**config.mk**
```make
export PLATFORM = sky130hd
export DESIGN_NAME = branch_target_buffer
export DESIGN_NICKNAME = d
export VERILOG_FILES = /design/src/rtl/rv32_pkg.sv /design/src/rtl/sat_ctr2.sv /design/src/rtl/branch_target_buffer.sv
export SDC_FILE = /design/constraint.sdc
export NUM_CORES = 2
export LEC_CHECK = 0
export BUFFER_PORTS_ARGS = -buffer_cell sky130_fd_sc_hd__buf_2
export CAP_MARGIN = 5
export CORE_MARGIN = 8
export CORE_UTILIZATION = 40
export DETAILED_ROUTE_END_ITERATION = 16
export GPL_TIMING_DRIVEN = 0
export PLACE_DENSITY = 0.62
export SYNTH_ARGS = -nofsm -noshare
export SYNTH_HDL_FRONTEND = slang
export SYNTH_HIERARCHICAL = 1
export SYNTH_SLANG_ARGS = --single-unit
```
**constraint.sdc**
```tcl
create_clock -name clk -period 7.8 [get_ports clk]
set_clock_uncertainty 0.1 [all_clocks]
set_input_delay 1.56 -clock clk [delete_from_list [all_inputs] [get_ports clk]]
set_output_delay 1.56 -clock clk [all_outputs]
set_load 0.005 [all_outputs]
```
**src/rtl/rv32_pkg.sv**
```systemverilog
// Shared RV32I definitions: branch opcode, 2-bit counter encodings and
// the B-type immediate extractor shared by the BTB and the decoder.
package rv32_pkg;

    localparam logic [6:0] OPC_BRANCH = 7'b1100011;

    localparam logic [1:0] CTR_SNT = 2'b00;
    localparam logic [1:0] CTR_WNT = 2'b01;
    localparam logic [1:0] CTR_WT  = 2'b10;
    localparam logic [1:0] CTR_ST  = 2'b11;

    // Sign-extended 13-bit B-type immediate; bit 0 is always zero.
    function automatic logic [31:0] b_imm(input logic [31:0] instr);
        return {{19{instr[31]}}, instr[31], instr[7], instr[30:25], instr[11:8], 1'b0};
    endfunction

endpackage

```
**src/rtl/sat_ctr2.sv**
```systemverilog
// Next-state logic for a 2-bit saturating taken/not-taken counter.
module sat_ctr2
    import rv32_pkg::*;
(
    input  logic [1:0] i_ctr,
    input  logic       i_taken,
    output logic [1:0] o_ctr_nxt
);

    always_comb begin
        o_ctr_nxt = i_ctr;
        if (i_taken) begin
            if (i_ctr != CTR_ST)
                o_ctr_nxt = i_ctr + 2'd1;
        end else if (i_ctr != CTR_SNT) begin
            o_ctr_nxt = i_ctr - 2'd1;
        end
    end

endmodule

```
**src/rtl/branch_target_buffer.sv**
```systemverilog
// Direct-mapped BTB with 2-bit counters and BTFN fallback on a miss.
// Lookup is combinational off the registered table; EX trains it at the edge.
module branch_target_buffer
    import rv32_pkg::*;
#(
    parameter int ENTRIES = 16,
    parameter int CNT_W   = 32
) (
    input  logic             clk,
    input  logic             reset,
    input  logic             if_valid,
    input  logic [31:0]      if_pc,
    input  logic [31:0]      if_instr,
    output logic             pred_taken,
    output logic             pred_hit,
    output logic [31:0]      pred_target,
    input  logic             ex_valid,
    input  logic [31:0]      ex_pc,
    input  logic             ex_taken,
    input  logic [31:0]      ex_target,
    output logic [CNT_W-1:0] perf_lookups,
    output logic [CNT_W-1:0] perf_hits
);

    localparam int IDX_W = $clog2(ENTRIES);
    localparam int TAG_W = 30 - IDX_W;

    // Flat registers rather than a RAM so the whole table clears in one edge.
    logic              r_valid  [ENTRIES];
    logic [TAG_W-1:0]  r_tag    [ENTRIES];
    logic [31:0]       r_target [ENTRIES];
    logic [1:0]        r_ctr    [ENTRIES];
    logic [CNT_W-1:0]  r_perf_lookups;
    logic [CNT_W-1:0]  r_perf_hits;

    logic [IDX_W-1:0]  w_if_idx;
    logic [TAG_W-1:0]  w_if_tag;
    logic              w_if_hit;
    logic [31:0]       w_pc4;
    logic [31:0]       w_imm;
    logic              w_btfn_taken;
    logic [IDX_W-1:0]  w_ex_idx;
    logic [TAG_W-1:0]  w_ex_tag;
    logic              w_ex_hit;
    logic [1:0]        w_ctr_nxt;
    logic              w_unused;

    assign w_if_idx     = if_pc[IDX_W+1:2];
    assign w_if_tag     = if_pc[31:IDX_W+2];
    assign w_if_hit     = r_valid[w_if_idx] && (r_tag[w_if_idx] == w_if_tag);
    assign w_pc4        = if_pc + 32'd4;
    assign w_imm        = b_imm(if_instr);
    assign w_btfn_taken = (if_instr[6:0] == OPC_BRANCH) && w_imm[31];

    assign w_ex_idx     = ex_pc[IDX_W+1:2];
    assign w_ex_tag     = ex_pc[31:IDX_W+2];
    assign w_ex_hit     = r_valid[w_ex_idx] && (r_tag[w_ex_idx] == w_ex_tag);
    assign w_unused     = ^{if_pc[1:0], ex_pc[1:0]};

    always_comb begin
        pred_hit    = w_if_hit;
        pred_taken  = 1'b0;
        pred_target = w_pc4;
        if (w_if_hit) begin
            pred_taken = r_ctr[w_if_idx][1];
            if (r_ctr[w_if_idx][1])
                pred_target = r_target[w_if_idx];
        end else if (w_btfn_taken) begin
            pred_taken  = 1'b1;
            pred_target = if_pc + w_imm;
        end
    end

    sat_ctr2 u_sat_ctr2 (
        .i_ctr     (r_ctr[w_ex_idx]),
        .i_taken   (ex_taken),
        .o_ctr_nxt (w_ctr_nxt)
    );

    always_ff @(posedge clk) begin
        if (reset) begin
            for (int i = 0; i < ENTRIES; i++) begin
                r_valid[i]  <= 1'b0;
                r_tag[i]    <= '0;
                r_target[i] <= '0;
                r_ctr[i]    <= CTR_WNT;
            end
            r_perf_lookups <= '0;
            r_perf_hits    <= '0;
        end else begin
            if (ex_valid) begin
                if (w_ex_hit) begin
                    r_ctr[w_ex_idx] <= w_ctr_nxt;
                    if (ex_taken)
                        r_target[w_ex_idx] <= ex_target;
                end else begin
                    r_valid[w_ex_idx]  <= 1'b1;
                    r_tag[w_ex_idx]    <= w_ex_tag;
                    r_target[w_ex_idx] <= ex_target;
                    r_ctr[w_ex_idx]    <= ex_taken ? CTR_WT : CTR_WNT;
                end
            end
            if (if_valid) begin
                r_perf_lookups <= r_perf_lookups + CNT_W'(1);
                if (w_if_hit)
                    r_perf_hits <= r_perf_hits + CNT_W'(1);
            end
        end
    end

    assign perf_lookups = r_perf_lookups;
    assign perf_hits    = r_perf_hits;

endmodule

```
==> reports/results.ini <==
[clock_tree]
cts_max_level = 3
cts.sinks = 1040
hold_buffers = 0
clk_latency_ps = 770
cts_made_buffers = 114
clock_path_buffers = 3
path_clk_slew_ps = 60
root_buffer = clkbuf_16
cts_tree = done

[synthesis]
netlist_top_cells_area = edfxtp_1, mux4_2, and2_1
synth_area_um2 = 53900
synth_ff_type = edfxtp_1
yosys.area.top_type = edfxtp_1
synth_edf_count = 960
syn_area_per_cell_um2 = 13.9
yosys.area.top_type_share_pct = 53.4
ys_ff_latch = 1040
synth_common_cells = edfxtp_1, and2_1, mux4_2, clkbuf_1, nor2_1
ys_async_sr_fraction_pct = 0
ys_seq_area_share_pct = 56.4
syn_inst = 3867
synthesis.nets = 4034
yosys_warnings = 6
synth_cell_types = 72
synth_most_common_cell = edfxtp_1

[drt]
dr.pass1.iters = 6
num_vias = 37400
ant_nets = 0
initialDrtViolationCount = 5722
viasPerCell = 6.11
drc = 0
wire_per_inst_um = 33.3
wl_mm = 204

[setup_path]
crit_end = pred_target[2]
crit_required_ps = 6140
crit_arrival_ps = 6240
r2r_cells = 12
startpoint_type = input port
crit_top_cell = buf_4
slowest_delay_ps = 770
rr_startpoint = r_tag[8][20]
reg2reg_slack_ps = 1920
crit_start = if_pc[4]
r2r-end = r_target[8][20]
path_max_fanout = 10
crit_slowest_cell = o211ai_1
crit_type = in2out
endpoint_kind = output port
path_cells = buf_4 > buf_4 > buf_2 > mux4_2 > mux2i_1 > xnor2_1 > nand3_1 > nor4_2 > o2bb2ai_1 > nor4_4 > buf_4 > buf_6 > mux2_4 > o211ai_1 > buf_2
cp_top_family = buffers and inverters
path_buf_inv = 6
critical_path_depth = 15

[place]
dp_hpwl_mm = 146
dpl.cell_count = 5889
gp_congestion = 0.991
place_area_um2 = 58700
portBuffers = 204

[die]
die_x_um = 383
initial_utilization_pct = 40.4
ios = 231
design.die.area_um2 = 147000
fp-row-count = 134
fp.dieH_um = 383
core_area_um2 = 134000

[grt]
antenna_found_initial = 28
grt_pass1_wl_mm = 281
globalRouteOverflowTotal = 0
grt_max_degree = 21
grtUsageTotal_pct = 27.1
first_global_vias = 36600

[timing]
worst_slack_ps = -95.8
finalWorstPathRequiredPeriod_ps = 7900
final_hold_viol_count = 0
setup_viol = 94
slew_violations = 0
slew_headroom_pct = 3.38
clock.fmax_ghz = 0.127
layout_worst_path_cycle_share_pct = 101
tightest_slew_ps = 1440

[power_and_ir_drop]
powerDensity_nw_per_um2 = 215
internal-power_w = 0.00999
netSwitchingFraction_pct = 26.2
combPwrFrac_pct = 13.0
vdd_drop_max_mv = 0.204
power_frac_seq_pct = 48.0
leakage_nw = 22.4
p_sw_w = 0.00355
clkPwrFrac_pct = 39.0

[finish]
fillers = 11700
fin_area_um2 = 62900
stdcell_count = 6126
drive_gt1_share_pct = 22.4
area_delta_synth_final_pct = 16.7
final_nets = 4415

[run]
cap_viol_max_count = 0

[run_status]
outcome = complete, but fails checks
violations = setup timing

[hold_path]
hp-class = reg2reg
holdCritStartpoint = r_valid[10]

==> area by class of cell <==
| cell class | count | area, um^2 | share of cell area, % |
|---|---|---|---|
| flip-flops and latches | 1040 | 30400 | 48.3 |
| multi-input cells | 2492 | 22700 | 36.0 |
| clock buffers | 162 | 3100 | 4.93 |
| repair buffers | 266 | 2340 | 3.73 |
| well taps | 1768 | 2210 | 3.51 |
| plain buffers | 313 | 1560 | 2.48 |
| clock inverters | 47 | 478 | 0.759 |
| inverters | 21 | 82.6 | 0.131 |
| diodes | 17 | 42.5 | 0.0676 |
==> power by group through the flow <==
stage                     logic (W)  clock network, W  registers, W
after floorplan            0.000946                 0       0.00658
after global placement      0.00158                 0       0.00664
after detailed placement    0.00168                 0       0.00661
after CTS                   0.00172           0.00530       0.00649
after global routing        0.00181           0.00550       0.00652
final                       0.00176           0.00528       0.00650
==> timing repair <==
| action | CTS | global route |
|---|---|---|
| buffers inserted | 9 | 2 |
| setup endpoints to repair | 34 | 11 |
| resized for setup | 135 | 22 |
| pin swaps | 4 | 2 |
==> placed cells by master, fill, tap and decap left out, types with 11 or more instances in the layout <==
| cell | n |
|---|---|
| nand2b_1 | 17 |
| o21ai_0 | 36 |
| nor2_1 | 189 |
| buf_4 | 28 |
| ha_1 | 33 |
| inv_1 | 19 |
| buf_2 | 226 |
| dfxtp_1 | 80 |
| edfxtp_1 | 960 |
| a211oi_1 | 17 |
| and3_1 | 37 |
| buf_16 | 34 |
| clkbuf_1 | 268 |
| a21oi_1 | 87 |
| nand2_1 | 94 |
| nand4_1 | 24 |
| mux4_2 | 377 |
| o21ai_4 | 32 |
| buf_12 | 18 |
| nor4_1 | 11 |
| xor2_1 | 87 |
| mux2_2 | 26 |
| a21o_1 | 25 |
| and2_1 | 950 |
| xnor2_1 | 57 |
| mux2i_1 | 95 |
| clkbuf_16 | 115 |
| clkinv_1 | 14 |
| a22oi_1 | 18 |
| nand3_1 | 60 |
| clkinv_2 | 17 |
| nor3_1 | 20 |
| diode_2 | 17 |
| buf_1 | 11 |
| and4_1 | 11 |
| o22ai_1 | 16 |
| nor2b_1 | 25 |
==> cell families (layout without fill, tap and decap cells) <==
kind of cell | count (synthesis) | after routing | share of synthesized area (%)
AO/OA/AOI/OAI | 326 | 326 | 3.88
XOR/XNOR | 144 | 144 | 2.34
adder cells (fa/ha/maj) | 36 | 36 | 0.844
buffers and inverters | 335 | 809 | 2.49
flip-flops | 1040 | 1040 | 56.4
multiplexers | 505 | 505 | 18.2
other | 0 | 17 | 0
AND/OR/NAND/NOR | 1481 | 1481 | 15.8
==> routing by layer <==
metal	vias up	track usage, %	routed length (um)
li1	15300	-	-
met1	19100	34.7	75000
met2	2526	42.3	92500
met3	526	7.88	25200
met4	12	12.7	11300
met5	-	0	78
==> how the worst min path moves through the flow <==
| stage | cells past startpoint | slack, ps | end |
|---|---|---|---|
| after global routing | 1 | 390 | r_valid[14] |
| after CTS | 1 | 370 | r_valid[14] |
| after floorplan | 1 | 340 | r_valid[10] |
| after detailed placement | 1 | 360 | r_valid[10] |
| final | 1 | 370 | r_valid[10] |
| after global placement | 1 | 350 | r_valid[3] |
==> registers in the layout, indices dropped and copies added (netlist names) <==
| name | cells |
|---|---|
| perf_hits | 32 |
| perf_lookups | 32 |
| r_ctr | 32 |
| r_tag | 416 |
| r_target | 512 |
| r_valid | 16 |
==> metrics by stage <==
stage	utilization, %	setup slack, ps	total power, W	TNS (ps)	hold WS (ps)
2_1_floorplan	-	664	0.00752	0	338
4_1_cts	47.0	7.61	0.0135	0	370
6_report	47.1	-95.8	0.0135	-2950	375
3_5_place_dp	44.0	-2210	0.00829	-185990	357
3_3_place_gp	42.8	-4250	0.00822	-3267440	349
5_1_grt	47.1	-6.13	0.0138	-6.13	394
(Power assumes the default switching activity.)
